$ cat src/rtl/aes_msg_sequencer_pkg.sv
// Shared constants, FSM encodings and command payload for the AES message sequencer.
package aes_msg_sequencer_pkg;

  localparam int unsigned BLOCK_BYTES     = 16;
  localparam int unsigned WORD_BYTES      = 4;
  localparam int unsigned WORD_W          = 32;
  localparam int unsigned BLOCK_W         = 128;
  localparam int unsigned WORDS_PER_BLOCK = BLOCK_BYTES / WORD_BYTES;
  localparam int unsigned IDX_W           = 2;
  localparam int unsigned BCNT_W          = 3;
  localparam int unsigned FSIZE_W         = 8;
  localparam int unsigned DEF_LEN_W       = 16;

  typedef enum logic [2:0] {
    ST_IDLE     = 3'd0,
    ST_INIT     = 3'd1,
    ST_WAIT_CMD = 3'd2,
    ST_FILL     = 3'd3,
    ST_ISSUE    = 3'd4,
    ST_OUTPUT   = 3'd5,
    ST_DONE     = 3'd6
  } state_e;

  typedef enum logic [1:0] {
    CMD_INIT = 2'd0,
    CMD_NEXT = 2'd1,
    CMD_FIN  = 2'd2
  } cmd_e;

  typedef struct packed {
    logic init;
    logic next;
    logic finalize;
  } aes_cmd_t;

  // Keep the first nbytes bytes (MSB first) of a word, zero the rest.
  function automatic logic [WORD_W-1:0] mask_word(input logic [WORD_W-1:0] w,
                                                  input logic [BCNT_W-1:0] nbytes);
    logic [WORD_W-1:0] m;
    case (nbytes)
      3'd0:    m = 32'h0000_0000;
      3'd1:    m = 32'hFF00_0000;
      3'd2:    m = 32'hFFFF_0000;
      3'd3:    m = 32'hFFFF_FF00;
      default: m = 32'hFFFF_FFFF;
    endcase
    return w & m;
  endfunction

endpackage

$ cat src/rtl/aes_msg_sequencer_block_packer.sv
// Assembles 32-bit words into a zero-masked 128-bit block; word 0 lands in [127:96].
module aes_block_packer
  import aes_msg_sequencer_pkg::*;
(
  input  logic               clk,
  input  logic               reset_n,
  input  logic               clear_i,
  input  logic               load_i,
  input  logic [IDX_W-1:0]   word_idx_i,
  input  logic [BCNT_W-1:0]  byte_cnt_i,
  input  logic [WORD_W-1:0]  word_i,
  output logic [BLOCK_W-1:0] block_o
);

  logic [BLOCK_W-1:0] block_q, block_d;
  logic [WORD_W-1:0]  masked;

  assign masked = mask_word(word_i, byte_cnt_i);

  // Clear wins over load so a fresh block never inherits stale words.
  always_comb begin
    block_d = block_q;
    if (clear_i) begin
      block_d = '0;
    end else if (load_i) begin
      case (word_idx_i)
        2'd0:    block_d[127:96] = masked;
        2'd1:    block_d[95:64]  = masked;
        2'd2:    block_d[63:32]  = masked;
        default: block_d[31:0]   = masked;
      endcase
    end
  end

  always_ff @(posedge clk or negedge reset_n) begin
    if (!reset_n) block_q <= '0;
    else          block_q <= block_d;
  end

  assign block_o = block_q;

endmodule

$ cat src/rtl/aes_msg_sequencer.sv
// Feeds a length-tagged word stream to the AES CTR/CMAC wrapper block by block and
// returns ciphertext blocks or the CMAC tag on a valid/ready stream.
module aes_msg_sequencer
  import aes_msg_sequencer_pkg::*;
#(
  parameter int unsigned LEN_W = DEF_LEN_W
) (
  input  logic               clk,
  input  logic               reset_n,
  input  logic               cfg_start,
  input  logic               cfg_enc_auth,
  input  logic [LEN_W-1:0]   cfg_msg_len,
  input  logic [WORD_W-1:0]  s_data,
  input  logic               s_valid,
  output logic               s_ready,
  output logic               aes_init,
  output logic               aes_next,
  output logic               aes_finalize,
  output logic               aes_enc_auth,
  output logic [FSIZE_W-1:0] aes_final_size,
  output logic [BLOCK_W-1:0] aes_block,
  input  logic               aes_ready,
  input  logic [BLOCK_W-1:0] aes_block_o,
  output logic [BLOCK_W-1:0] m_data,
  output logic               m_valid,
  input  logic               m_ready,
  output logic               m_last,
  output logic               busy,
  output logic               done
);

  localparam logic [LEN_W-1:0] BLK_LEN  = LEN_W'(BLOCK_BYTES);
  localparam logic [LEN_W-1:0] WORD_LEN = LEN_W'(WORD_BYTES);

  state_e             state_q, state_d;
  cmd_e               last_cmd_q, last_cmd_d;
  aes_cmd_t           cmd_q, cmd_d;
  logic               mode_q, mode_d;
  logic [LEN_W-1:0]   rem_q, rem_d;
  logic [IDX_W-1:0]   widx_q, widx_d;
  logic               first_q, first_d;
  logic [FSIZE_W-1:0] fsize_q, fsize_d;
  logic [BLOCK_W-1:0] m_data_q, m_data_d;
  logic               s_ready_q, s_ready_d;
  logic               m_valid_q, m_valid_d;
  logic               m_last_q, m_last_d;
  logic               busy_q, busy_d;
  logic               done_q, done_d;

  logic [LEN_W-1:0]   word_off, rem_left;
  logic [BCNT_W-1:0]  byte_cnt;
  logic               last_word, issue_next, enter_issue;
  logic               pk_clear, pk_load;

  // Per-word view of the current block: bytes still owed and whether this word closes it.
  always_comb begin
    word_off   = LEN_W'({widx_q, 2'b00});
    rem_left   = rem_q - word_off;
    byte_cnt   = (rem_left >= WORD_LEN) ? BCNT_W'(WORD_BYTES) : rem_left[BCNT_W-1:0];
    last_word  = (rem_left <= WORD_LEN) || (widx_q == IDX_W'(WORDS_PER_BLOCK - 1));
    issue_next = rem_q > BLK_LEN;
  end

  always_comb begin
    state_d     = state_q;
    last_cmd_d  = last_cmd_q;
    mode_d      = mode_q;
    rem_d       = rem_q;
    widx_d      = widx_q;
    first_d     = 1'b0;
    fsize_d     = fsize_q;
    m_data_d    = m_data_q;
    pk_clear    = 1'b0;
    pk_load     = 1'b0;
    cmd_d       = '0;
    enter_issue = 1'b0;

    case (state_q)
      ST_IDLE: begin
        if (cfg_start) begin
          mode_d   = cfg_enc_auth;
          rem_d    = cfg_msg_len;
          fsize_d  = '0;
          widx_d   = '0;
          pk_clear = 1'b1;
          // An empty CTR message has nothing to encrypt: skip the wrapper entirely.
          if (!cfg_enc_auth && (cfg_msg_len == '0)) state_d = ST_DONE;
          else                                      state_d = ST_INIT;
        end
      end
      ST_INIT: begin
        last_cmd_d = CMD_INIT;
        first_d    = 1'b1;
        state_d    = ST_WAIT_CMD;
      end
      ST_WAIT_CMD: begin
        // The wrapper's ready may still reflect the previous command for one cycle.
        if (!first_q && aes_ready) begin
          case (last_cmd_q)
            CMD_INIT: state_d = (rem_q == '0) ? ST_ISSUE : ST_FILL;
            CMD_NEXT: state_d = mode_q ? ST_FILL : ST_OUTPUT;
            default:  state_d = ST_OUTPUT;
          endcase
          if (state_d == ST_OUTPUT) m_data_d = aes_block_o;
        end
      end
      ST_FILL: begin
        if (s_valid) begin
          pk_load = 1'b1;
          if (last_word) begin
            widx_d  = '0;
            state_d = ST_ISSUE;
          end else begin
            widx_d = widx_q + IDX_W'(1);
          end
        end
      end
      ST_ISSUE: begin
        first_d = 1'b1;
        state_d = ST_WAIT_CMD;
        if (issue_next) begin
          rem_d      = rem_q - BLK_LEN;
          last_cmd_d = CMD_NEXT;
        end else begin
          rem_d      = '0;
          last_cmd_d = CMD_FIN;
        end
      end
      ST_OUTPUT: begin
        if (m_ready) state_d = (rem_q != '0) ? ST_FILL : ST_DONE;
      end
      ST_DONE: begin
        state_d = ST_IDLE;
      end
      default: begin
        state_d = ST_IDLE;
      end
    endcase

    if ((state_d == ST_FILL) && (state_q != ST_FILL)) pk_clear = 1'b1;

    // Command pulses and final_size are decoded one cycle ahead so they register in with the state.
    enter_issue    = (state_d == ST_ISSUE) && (state_q != ST_ISSUE);
    cmd_d.init     = (state_d == ST_INIT) && (state_q != ST_INIT);
    cmd_d.next     = enter_issue && issue_next;
    cmd_d.finalize = enter_issue && !issue_next;
    if (cmd_d.finalize) fsize_d = FSIZE_W'({rem_q[4:0], 3'b000});

    s_ready_d = (state_d == ST_FILL);
    m_valid_d = (state_d == ST_OUTPUT);
    m_last_d  = (state_d == ST_OUTPUT) && (rem_d == '0);
    busy_d    = (state_d != ST_IDLE);
    done_d    = (state_q == ST_DONE);
  end

  always_ff @(posedge clk or negedge reset_n) begin
    if (!reset_n) begin
      state_q    <= ST_IDLE;
      last_cmd_q <= CMD_INIT;
      cmd_q      <= '0;
      mode_q     <= 1'b0;
      rem_q      <= '0;
      widx_q     <= '0;
      first_q    <= 1'b0;
      fsize_q    <= '0;
      m_data_q   <= '0;
      s_ready_q  <= 1'b0;
      m_valid_q  <= 1'b0;
      m_last_q   <= 1'b0;
      busy_q     <= 1'b0;
      done_q     <= 1'b0;
    end else begin
      state_q    <= state_d;
      last_cmd_q <= last_cmd_d;
      cmd_q      <= cmd_d;
      mode_q     <= mode_d;
      rem_q      <= rem_d;
      widx_q     <= widx_d;
      first_q    <= first_d;
      fsize_q    <= fsize_d;
      m_data_q   <= m_data_d;
      s_ready_q  <= s_ready_d;
      m_valid_q  <= m_valid_d;
      m_last_q   <= m_last_d;
      busy_q     <= busy_d;
      done_q     <= done_d;
    end
  end

  aes_block_packer u_packer (
    .clk        (clk),
    .reset_n    (reset_n),
    .clear_i    (pk_clear),
    .load_i     (pk_load),
    .word_idx_i (widx_q),
    .byte_cnt_i (byte_cnt),
    .word_i     (s_data),
    .block_o    (aes_block)
  );

  assign s_ready        = s_ready_q;
  assign aes_init       = cmd_q.init;
  assign aes_next       = cmd_q.next;
  assign aes_finalize   = cmd_q.finalize;
  assign aes_enc_auth   = mode_q;
  assign aes_final_size = fsize_q;
  assign m_data         = m_data_q;
  assign m_valid        = m_valid_q;
  assign m_last         = m_last_q;
  assign busy           = busy_q;
  assign done           = done_q;

endmodule
$ cat config.mk
export PLATFORM = sky130hd
export DESIGN_NAME = aes_msg_sequencer
export DESIGN_NICKNAME = d
export VERILOG_FILES = /design/src/rtl/aes_msg_sequencer_pkg.sv /design/src/rtl/aes_msg_sequencer_block_packer.sv /design/src/rtl/aes_msg_sequencer.sv
export SDC_FILE = /design/constraint.sdc
export NUM_CORES = 1
export LEC_CHECK = 0
export ABC_AREA = 1
export CAP_MARGIN = 0
export CELL_PAD_IN_SITES_DETAIL_PLACEMENT = 2
export CELL_PAD_IN_SITES_GLOBAL_PLACEMENT = 2
export CORE_MARGIN = 1
export CORE_UTILIZATION = 35
export CTS_BUF_LIST = sky130_fd_sc_hd__clkbuf_16
export DETAILED_ROUTE_END_ITERATION = 10
export DONT_BUFFER_PORTS = 1
export GPL_TIMING_DRIVEN = 0
export MAX_ROUTING_LAYER = met4
export PLACE_DENSITY = 0.84
export SETUP_SLACK_MARGIN = 0.05
export SLEW_MARGIN = 25
export SYNTH_ARGS = -nofsm -noshare
export SYNTH_HDL_FRONTEND = slang
export SYNTH_SLANG_ARGS = --single-unit
$ cat constraint.sdc
create_clock -name clk -period 2.43 [get_ports clk]
set_input_delay 0.243 -clock clk [delete_from_list [all_inputs] [get_ports clk]]
set_output_delay 0.243 -clock clk [all_outputs]
set_load 0.005 [all_outputs]
# Word-level counts from Yosys, hierarchy flattened
# Index checks and enable logic that the tools add are counted.
# Widths: inputs -> output; s select.
classes:
  addsub: 3
  magnitude_cmp: 3
  eq_ne: 24
  muxes: 39
  bitwise: 1
  reduce_logical: 39
ops:
  columns: ["op", "n"]
  rows:
  - ["$mux 128", 2]
  - ["$mux 32", 4]
  - ["$pmux 32 s4", 1]
  - ["$logic_not 16->1", 3]
  - ["$mux 3", 12]
  - ["$and 32x32->32", 1]
  - ["$mux 16", 2]
  - ["$pmux 16 s2", 1]
  - ["$mux 8", 3]
  - ["$eq 3x3->1 const B", 6]
  - ["$ge 16x3->1 const B", 1]
  - ["$gt 16x5->1 const B", 1]
  - ["$le 16x3->1 const B", 1]
  - ["$reduce_bool 16->1", 1]
  - ["$reduce_bool 2->1", 8]
  - ["$sub 16x4->16", 1]
  - ["$sub 16x5->16 const B", 1]
  - ["$eq 3x2->1 const B", 5]
  - ["$pmux 3 s5", 1]
  - ["$reduce_and 2->1", 6]
  - ["$eq 3x1->1 const B", 3]
  - ["$logic_and 1x1->1", 8]
  - ["$mux 2", 4]
  - ["$pmux 2 s2", 2]
  - ["other kinds (18)", 31]
word_totals:
  reg_bits: 297
  in_bits: 183
  output_inout_bits: 273
  wordCells: 129

# Logic depth before layout (Yosys ltp)
# Gate-level depths: netlist of the first run.
logic_depth:
  word_depth: 12
  ltp_mapped: 21
  ltp_nobuf: 20

# Cells and area by module
# Synthesis of the first run repeated with hierarchy kept, for this count alone.
hier_totals:
  cells_unflattened: 1306
  hier_area_um2: 12896.1
by_module_without_submodules:
  columns: ["mod", "n_inst", "cells_each", "area_per_inst_um2", "seq_area_each_um2"]
  rows:
  - ["aes_msg_sequencer", 1, 675, 7504.7, 4154.0]
  - ["aes_block_packer", 1, 631, 5391.4, 3203.1]

# Worst setup path before layout of the first run
# Ideal clock, no wire load.
synth_path:
  kind: "flip-flop to flip-flop"
  start: "register rem_q[2]"
  end: "register fsize_q[3], in the netlist aes_final_size[3]"
  setup_ps: 118
  t_arrival_ps: 2469
  required_ps: 2312
  path_slack_ps: -157
  stages_incl_launch_ff: 20
  path_buffers: 0
  period_less_slack_ps: 2587
  cell_sequence: "dfrtp_1 -> inv_1 -> ha_1 -> fa_1 -> inv_1 -> nand2_1 -> nand2_1 -> inv_1 -> nand3_1 -> nand2_1 -> nor3_2 -> nand3_1 -> nand2_2 -> nand2_2 -> nand2_4 -> nand3_1 -> nor2_2 -> nand2_1 -> nand3_1 -> nand2_1"
synth_between:
  elab_chain_cells: 12
  elab_cells_between_ends: 24
  classes_between: "1 x add/sub; 2 x order compare; 1 x eq/ne; 11 x mux; 9 x reduce/logical"
synth_lines:
  columns: ["item", "line_no", "rtl"]
  rows:
  - ["start, declared", "aes_msg_sequencer.sv:39", "logic [LEN_W-1:0] rem_q, rem_d;"]
  - ["start signal, assigned", "aes_msg_sequencer.sv:177", "rem_q <= rem_d;"]
  - ["parallel branches: the longest is 9 deep, another holds $sub 16x4->16", null, null]
  - ["$logic_and 1x1->1 (*)", "aes_msg_sequencer.sv:146", "cmd_d.finalize = enter_issue && !issue_next;"]
  - ["$reduce_bool 2->1 (no source line)", null, null]
  - ["$reduce_and 2->1 (no source line)", null, null]
  - ["end signal, assigned", "aes_msg_sequencer.sv:180", "fsize_q <= fsize_d;"]
  - ["end, declared", "aes_msg_sequencer.sv:42", "logic [FSIZE_W-1:0] fsize_q, fsize_d;"]
# Mark *: on every way between the ends. The select of a mux whose other input is x is not followed.
# A chain may end at the register's enable or synchronous reset.

# Worst setup path in the final report of the first run
layout_path:
  start: "register rem_q[2]"
  end: "register u_packer.block_q[7], in the netlist u_packer.block_o[7]"
layout_between:
  elab_chain_cells: 12
  elab_cells_between_ends: 32
  classes_between: "1 x add/sub; 2 x order compare; 5 x eq/ne; 16 x mux; 1 x bitwise; 7 x reduce/logical"
layout_lines:
  columns: ["item", "line_no", "rtl"]
  rows:
  - ["parallel branches: the longest is 6 deep, another holds $sub 16x4->16", null, null]
  - ["$pmux 3 s5 (*)", "aes_msg_sequencer.sv:78", "case (state_q)"]
  - ["$eq 3x2->1 (*)", null, null]
  - ["via s_ready_d", "aes_msg_sequencer.sv:44", "logic s_ready_q, s_ready_d;"]
  - ["$logic_and 1x1->1 (*)", "aes_msg_sequencer.sv:140", "if ((state_d == ST_FILL) && (state_q != ST_FILL)) pk_clear = 1'b1;"]
  - ["$mux 1 (*)", "aes_msg_sequencer.sv:140", null]
  - ["$ne 2x1->1 (no source line) or $reduce_bool 2->1 (tied branches)", null, null]
  - ["$reduce_and 2->1 (no source line)", null, null]
  - ["end signal, assigned", "aes_msg_sequencer_block_packer.sv:37", "else block_q <= block_d;"]
  - ["end, declared", "aes_msg_sequencer_block_packer.sv:15", "logic [BLOCK_W-1:0] block_q, block_d;"]
# Mark *: on every way through the listed nets, which the timed path passes. The select of a mux whose other input is x is not followed.

==> results by group, run 1 <==
Pwr
  • P_sw: 9.279 mW
  • Pint: 13.31 mW
  • Total power: 22.59 mW
  • Leakage: 8.967 nW
  • Clock power share: 22.6%
  • Seq pwr share: 35.3%
  • Peak supply drop: 520.5 uV
  • Power Dens Cells: 1269 nW/um^2
  • Switching Fraction: 41.08%
  • Combinational group share of total power: 42.1%

Route
  • Post-DRT Antenna Nets: 0
  • Routed WL: 67650 um
  • 1st-iter DRT viols: 705
  • DR DRC count: 0
  • Drt wl/cell: 32.70 um
  • Total number of vias: 12370
  • 1st-pass router iterations: 5
  • Vias per cell: 5.981

Die
  • Core area: 37580 um^2
  • Effective utilization at floorplan: 35.43%
  • Num rows: 71
  • Die width: 197.0 um
  • Full die area: 38830 um^2
  • Top Ports: 456
  • Die Ht: 197.0 um

Setup path
  • Setup Crit Path Kind: flip-flop to flip-flop
  • CP cell instances: inv_2, ha_4, fa_2, inv_2, nand2_4, nand3_2, nand3_2, nor2_4, nand3b_1, nand2_1, nand3_2, nand2_2, nand2_2, nand2_4, o21ai_4, nand2_4, buf_12, buf_12, buf_12, nand4_1, nand2_1
  • Highest net fanout along the worst path: 7
  • Delay-heaviest family, CP: simple AND/OR/NAND/NOR gates
  • Required time at the worst-slack endpoint: 2900 ps
  • Slowest cell on crit path: fa_2
  • Critical Path Source Type: flip-flop
  • WP data arrival: 3550 ps
  • Max incr delay on CP: 410 ps
  • Worst Path Buf+Inv: 5
  • Crit. End Element: flip-flop

Place
  • GPL Wtd Cong: 0.8747
  • Dpl cell area: 13990 um^2
  • DPL Wire Length: 39890 um
  • Pre-CTS setup slack: -921.7 ps
  • IO buf count: 0

Logic synthesis
  • Yosys warns: 0
  • Yosys reg bits: 294
  • Seq/Total Area, Yosys: 55.25%
  • Cells after synthesis: 1289
  • Syn_area_per_cell: 10.33 um^2
  • Synth cell types: 40
  • Post-Syn Area: 13320 um^2

Global route
  • All-layer global routing usage: 35.15%
  • Grt ovf: 0
  • Largest net degree at the start of global routing: 295
  • Global-route wire length before repair: 97050 um
  • Antenna violations before repair: 7
  • Number of global-route vias before repair: 14090

Finish
  • Layout cell share with drive strength beyond 1: 23.53%
  • Final Instance Area: 17810 um^2
  • Commonest non-fill, non-tap cell in the layout: dfrtp_1
  • Final Util: 47.39%
  • Commonest cells after routing, fill and taps aside: dfrtp_1 (292), nand4_1 (268), nand2_1 (214), dlygate4sd3_1 (151), mux2_2 (128)
  • Area Overhead vs Synth: 33.73%
  • Fin nets: 1724

Clock tree
  • Reg clk slew, reported paths: 60 ps
  • Clock root cell: clkbuf_16
  • Clock Latency Late Sink: 560 ps
  • Post-CTS Hold Fix Bufs: 151
  • Clk sinks: 294
  • Htree depth: 2
  • CTS tree: built
  • Clk buf depth: 3
  • Number of CTS-inserted buffers: 35

Timing
  • Setup violators final: 141
  • Worst slew pin tran: 943.5 ps
  • Relative slew slack: 37.10%
  • Crit path time final: 3088 ps
  • RSZ-0062 raised after global routing: yes
  • Tcrit/Tclk final: 127.1%
  • Fmax: 323.8 MHz
  • Final Hold Viols: 294
  • Skew final: 23.49 ps
  • Worst setup margin: -658.3 ps
  • Max-slew violations: 0
  • Final hold slack: -605.0 ps

Outcome
  • Failing checks: negative hold slack, negative setup slack
  • Status: complete, but fails checks

Job
  • Max-cap violations: 0

Hold path
  • Worst Hold Class: input pin to async pin
cells by family (layout without fill, tap and decap cells):
group,Yosys count,count (layout),share of synthesized area (%)
mux,128,128,10.83
fa+ha+maj,10,10,0.9961
xor+xnor,5,5,0.3289
flops,294,294,55.25
compound gates,34,34,1.607
other cells,1,10,0.02816
simple gates,628,628,24.12
buf+inv,189,449,6.841
area by class of cell:
| cell class | count | area (um^2) |
|---|---|---|
| Antenna cell | 7 | 17.52 |
| Tap cell | 511 | 639.4 |
| Inverter | 89 | 346.6 |
| Clock inverter | 22 | 150.1 |
| Multi-Input combinational cell | 808 | 5335 |
| Fill cell | 3773 | 19770 |
| Timing Repair Buffer | 204 | 2326 |
| Sequential cell | 294 | 7360 |
| Clock buffer | 35 | 875.8 |
| Buffer | 99 | 757.0 |
cells in the mapped netlist (all sizes together):
| library cell | instances | area (um^2) |
|---|---|---|
| o21bai | 1 | 7.510 |
| a211oi | 1 | 7.510 |
| o21ai | 13 | 76.33 |
| o31ai | 1 | 7.510 |
| inv | 89 | 334.1 |
| nor3b | 1 | 7.510 |
| clkbuf | 49 | 183.9 |
| fa | 1 | 20.02 |
| xnor2 | 1 | 8.760 |
| nand3 | 45 | 225.2 |
| nand3b | 2 | 15.01 |
| conb | 1 | 3.750 |
| o211ai | 4 | 30.03 |
| or2 | 1 | 6.260 |
| dfrtp | 294 | 7357 |
| o22ai | 4 | 25.02 |
| a22oi | 1 | 7.510 |
| mux2 | 128 | 1441 |
| nor3 | 9 | 55.05 |
| nor2 | 55 | 261.5 |
| buf | 51 | 392.9 |
| and2 | 1 | 6.260 |
| o221ai | 1 | 8.760 |
| ha | 9 | 112.6 |
| a21oi | 8 | 43.79 |
| nand4 | 268 | 1677 |
| xor2 | 4 | 35.03 |
| nand2 | 243 | 939.7 |
| nor4 | 3 | 18.77 |
sequential cells by signal (all words and copies together), names as in the netlist:
signal / flops
aes_next: 1
m_valid: 1
aes_final_size: 5
last_cmd_q: 2
u_packer.block_o: 128
m_data: 128
first_q: 1
aes_finalize: 1
widx_q: 2
m_last: 1
done: 1
busy: 1
s_ready: 1
state_q: 3
aes_init: 1
aes_enc_auth: 1
rem_q: 16
timing repair:
action / 4_1_cts / 5_1_grt
cloned: 14 / 7
setup buffers: 27 / 12
pin swaps: 61 / 69
setup endpoints to repair: 269 / 266
endpoints found under the hold margin: 463 / 294
gates resized for setup: 119 / 63
final timing paths:
| check | cells after the start | end | slack (ps) | startpoint |
|---|---|---|---|---|
| setup / recovery | 21 | u_packer.block_o[7]$_DFFE_PN0P_ | -660 | rem_q[2]$_DFF_PN0_ |
| hold / removal | 0 | u_packer.block_o[94]$_DFFE_PN0P_ | -600 | reset_n |
| setup reg to reg | 21 | u_packer.block_o[7]$_DFFE_PN0P_ | -660 | rem_q[2]$_DFF_PN0_ |
| hold reg to reg | 1 | m_data[98]$_DFFE_PN0P_ | 540 | m_data[98]$_DFFE_PN0P_ |
| max in group asynchronous | 0 | rem_q[4]$_DFF_PN0_ | 2200 | reset_n |
| min in group clk | 4 | u_packer.block_o[24]$_DFFE_PN0P_ | 0 | s_data[24] |
metrics by stage:
step / setup TNS, ps / hold slack, ps / std cells
after floorplan: -5921 / -52.59 / 1291
after global placement: -85250 / -45.93 / 1802
after detailed placement: -103250 / -46.35 / 1802
after CTS: -61360 / -621.1 / 2051
after global routing: -100600 / -629.3 / 2068
final: -77250 / -605.0 / 2069
power groups by stage:
stage	Sequential, mW	Combinational, mW	Clock, mW
5_1_grt	8.04	9.95	5.28
2_1_floorplan	7.09	4.28	0
4_1_cts	7.71	8.69	4.98
6_report	7.97	9.52	5.10
3_5_place_dp	7.76	5.87	0
3_3_place_gp	7.67	5.55	0
layer usage:
layer	up-vias	global-route usage, %	wire, um
li1	5028	-	-
met1	6484	35.89	23140
met2	652	61.92	35900
met3	210	9.612	5150
met4	0	17.46	3462
met5	-	-	0
Power figures use the tool's default switching activity.
==> run 2: changes to the inputs <==
--- a/config.mk
+++ b/config.mk
@@ -10,13 +10,13 @@
 export CELL_PAD_IN_SITES_DETAIL_PLACEMENT = 2
 export CELL_PAD_IN_SITES_GLOBAL_PLACEMENT = 2
 export CORE_MARGIN = 1
-export CORE_UTILIZATION = 35
+export CORE_UTILIZATION = 38
 export CTS_BUF_LIST = sky130_fd_sc_hd__clkbuf_16
 export DETAILED_ROUTE_END_ITERATION = 10
 export DONT_BUFFER_PORTS = 1
 export GPL_TIMING_DRIVEN = 0
 export MAX_ROUTING_LAYER = met4
-export PLACE_DENSITY = 0.84
+export PLACE_DENSITY = 0.87
 export SETUP_SLACK_MARGIN = 0.05
 export SLEW_MARGIN = 25
 export SYNTH_ARGS = -nofsm -noshare
==> constraint.sdc (replaced) <==
create_clock -name clk -period 3.15 [get_ports clk]
set_input_delay 0.315 -clock clk [delete_from_list [all_inputs] [get_ports clk]]
set_output_delay 0.315 -clock clk [all_outputs]
set_load 0.005 [all_outputs]
==> run 2 against run 1 <==
The run ends with negative hold slack left. Critical path depth fell by 2. Global-route usage rose by 0.40 points. Non-clock buffer count fell by 42. Total power fell by 26%. Fmax barely moved. Sequential share of layout area rose by 1.7 points. Sequential cell count did not move. Largest cell class unchanged.
==> results by group, run 2 (synthesis results as in run 1) <==
Die
  • Die width: 189.2 um (-4.0%)
  • Effective utilization at floorplan: 38.55% (+3.1 points)
  • Die Ht: 189.2 um (-4.0%)
  • Core area: 34540 um^2 (-8.1%)
  • Full die area: 35790 um^2 (-7.8%)
  • Top Ports: 456 (unchanged)
  • Num rows: 68 (-4.2%)

Clock tree
  • Htree depth: 2 (unchanged)
  • CTS tree: built
  • Clock Latency Late Sink: 540 ps (-20 ps)
  • Clock root cell: clkbuf_16
  • Clk sinks: 294 (unchanged)
  • Post-CTS Hold Fix Bufs: 138 (-8.6%)
  • Clk buf depth: 3 (unchanged)
  • Number of CTS-inserted buffers: 35 (unchanged)
  • Reg clk slew, reported paths: 70 ps (about the same)

Global route
  • Largest net degree at the start of global routing: 295 (unchanged)
  • All-layer global routing usage: 35.56% (+0.40 points)
  • Antenna violations before repair: 7 (unchanged)
  • Global-route wire length before repair: 91980 um (-5.2%)
  • Number of global-route vias before repair: 13440 (-4.6%)
  • Grt ovf: 0 (unchanged)

Pwr
  • Leakage: 8.723 nW (-2.7%)
  • Seq pwr share: 36.7% (+1.4 points)
  • Switching Fraction: 41.67% (+0.59 points)
  • Pint: 9.733 mW (-27%)
  • Power Dens Cells: 976.7 nW/um^2 (-23%)
  • P_sw: 6.953 mW (-25%)
  • Combinational group share of total power: 38.7% (-3.4 points)
  • Peak supply drop: 584.2 uV (+12%)
  • Clock power share: 24.6% (+2.0 points)

Timing
  • Worst slew pin tran: 836.0 ps (-107.5 ps)
  • Fmax: 324.1 MHz (about the same)
  • Setup TNS: 0 ps (+77250 ps)
  • Skew final: 29.53 ps (+6.041 ps)
  • Setup violators final: 0 (-100%)
  • RSZ-0062 raised after global routing: yes
  • Relative slew slack: 44.27% (+7.2 points)
  • Max-slew violations: 0 (unchanged)
  • Final hold slack: -518.9 ps (+86.08 ps)
  • Crit path time final: 3085 ps (-2.904 ps)
  • Tcrit/Tclk final: 97.95% (-29 points)
  • Final Hold Viols: 294 (unchanged)

Finish
  • Final Instance Area: 17080 um^2 (-4.1%)
  • Fin nets: 1682 (-2.4%)
  • Commonest non-fill, non-tap cell in the layout: dfrtp_1
  • Area Overhead vs Synth: 28.30%
  • Commonest cells after routing, fill and taps aside: dfrtp_1 (292), nand4_1 (268), nand2_1 (228), dlygate4sd3_1 (138), mux2_2 (128)
  • Layout cell share with drive strength beyond 1: 19.21% (-4.3 points)

Place
  • GPL Wtd Cong: 0.9413 (+7.6%)
  • IO buf count: 0 (unchanged)
  • DPL Wire Length: 39300 um (-1.5%)
  • Dpl cell area: 13900 um^2 (-0.71%)

Setup path
  • Highest net fanout along the worst path: 8 (+1)
  • WP data arrival: 3550 ps (about the same)
  • WP depth: 19 (-9.5%)
  • Delay-heaviest family, CP: simple AND/OR/NAND/NOR gates
  • Worst Path Buf+Inv: 3 (-2)
  • Worst reg2reg path depth: 19 (-9.5%)
  • R2R Setup Slk: 60 ps (+720 ps)
  • Setup Crit Path Kind: flip-flop to flip-flop
  • Max incr delay on CP: 440 ps (+30 ps)
  • Critical Path Source Type: flip-flop
  • Crit. End Element: flip-flop
  • Required time at the worst-slack endpoint: 3610 ps (+710 ps)
  • CP cell instances: ha_4, fa_2, inv_2, nand2_4, nand3_2, nand3_2, nor2_4, nand3b_1, nand2_2, nand3_2, nand2_2, nand2_2, nand2_4, o21ai_4, nand2_8, buf_12, clkbuf_16, nand4_1, nand2_1
  • Slowest cell on crit path: fa_2

Route
  • Vias per cell: 6.188 (+3.5%)
  • Total number of vias: 12230 (-1.1%)
  • Routed WL: 66640 um (-1.5%)
  • Drt wl/cell: 33.71 um (+3.1%)
  • 1st-iter DRT viols: 942 (+34%)
  • DR DRC count: 0 (unchanged)
  • 1st-pass router iterations: 5 (unchanged)
  • Post-DRT Antenna Nets: 0 (unchanged)

Hold path
  • Worst Hold Class: input pin to async pin

Outcome
  • Status: complete, but fails checks
  • Failing checks: negative hold slack

Job
  • Max-cap violations: 0 (unchanged)
run 2: cell count changes in the layout (fill, tap and decap cells not counted), moves of 8 or more:
cell	delta
inv_1	+15
buf_12	-8
clkbuf_1	+13
clkinv_1	-8
nand3_1	+8
clkinv_2	+10
inv_2	-9
nand2_2	-10
dlygate4sd3_1	-13
buf_4	-13
clkbuf_2	-10
nand2_1	+14
run 2: worst paths after layout:
path	start	endpoint
min in group clk	cfg_msg_len[9]	rem_q[9]$_DFF_PN0_
worst min register to register	rem_q[1]$_DFF_PN0_	aes_final_size[4]$_DFFE_PN0P_
max in group asynchronous	reset_n	last_cmd_q[1]$_DFFE_PN0P_
worst max-delay path	widx_q[0]$_DFFE_PN0P_	u_packer.block_o[91]$_DFFE_PN0P_
worst max register to register	widx_q[0]$_DFFE_PN0P_	u_packer.block_o[91]$_DFFE_PN0P_
worst min-delay path	reset_n	u_packer.block_o[56]$_DFFE_PN0P_
run 2: what timing repair did:
action | in CTS | in global routing
hold endpoints to repair | 432 | 294
buffers inserted | 3 | 7
gates cloned | 0 | 13
pin swaps | 6 | 37
gates resized for setup | 14 | 70
endpoints found under the setup margin | 134 | 139
run 2: final cells by class:
type                    count  area, um^2
well taps                 455       569.3
plain buffers             100       734.5
fillers                  3445       17460
multi-input cells         808        5197
diodes                      7       17.52
clock inverters            27       195.2
flip-flops and latches    294        7360
repair buffers            161        1775
clock buffers              36       900.9
inverters                  89       334.1
run 2: through the flow:
step / worst slack, ps / cells / utilization (%) / total power [mW]
finish: 64.64 / 1977 / 49.46 / 16.69
global route: -85.40 / 1977 / 49.46 / 17.18
CTS: 60.42 / 1950 / 47.60 / 14.76
detailed placement: -256.9 / 1746 / 40.23 / 10.48
global placement: -137.0 / 1746 / 40.22 / 10.12
floorplan: 563.4 / 1291 / - / 8.716
run 2: metal layers:
metal	share of wire [%]	GRT usage, %
met1	36	38.66
met2	51	61.04
met3	8.2	10.57
met4	4.6	13.46
met5	0	-
run 2: power by group through the flow:
stage                     sequential, mW  clock [mW]  combinational [mW]
after floorplan                     5.47           0                3.24
after global placement              5.89           0                4.23
after detailed placement            5.96           0                4.51
after CTS                           5.93        4.00                4.83
after global routing                6.17        4.23                6.79
final                               6.12        4.10                6.46
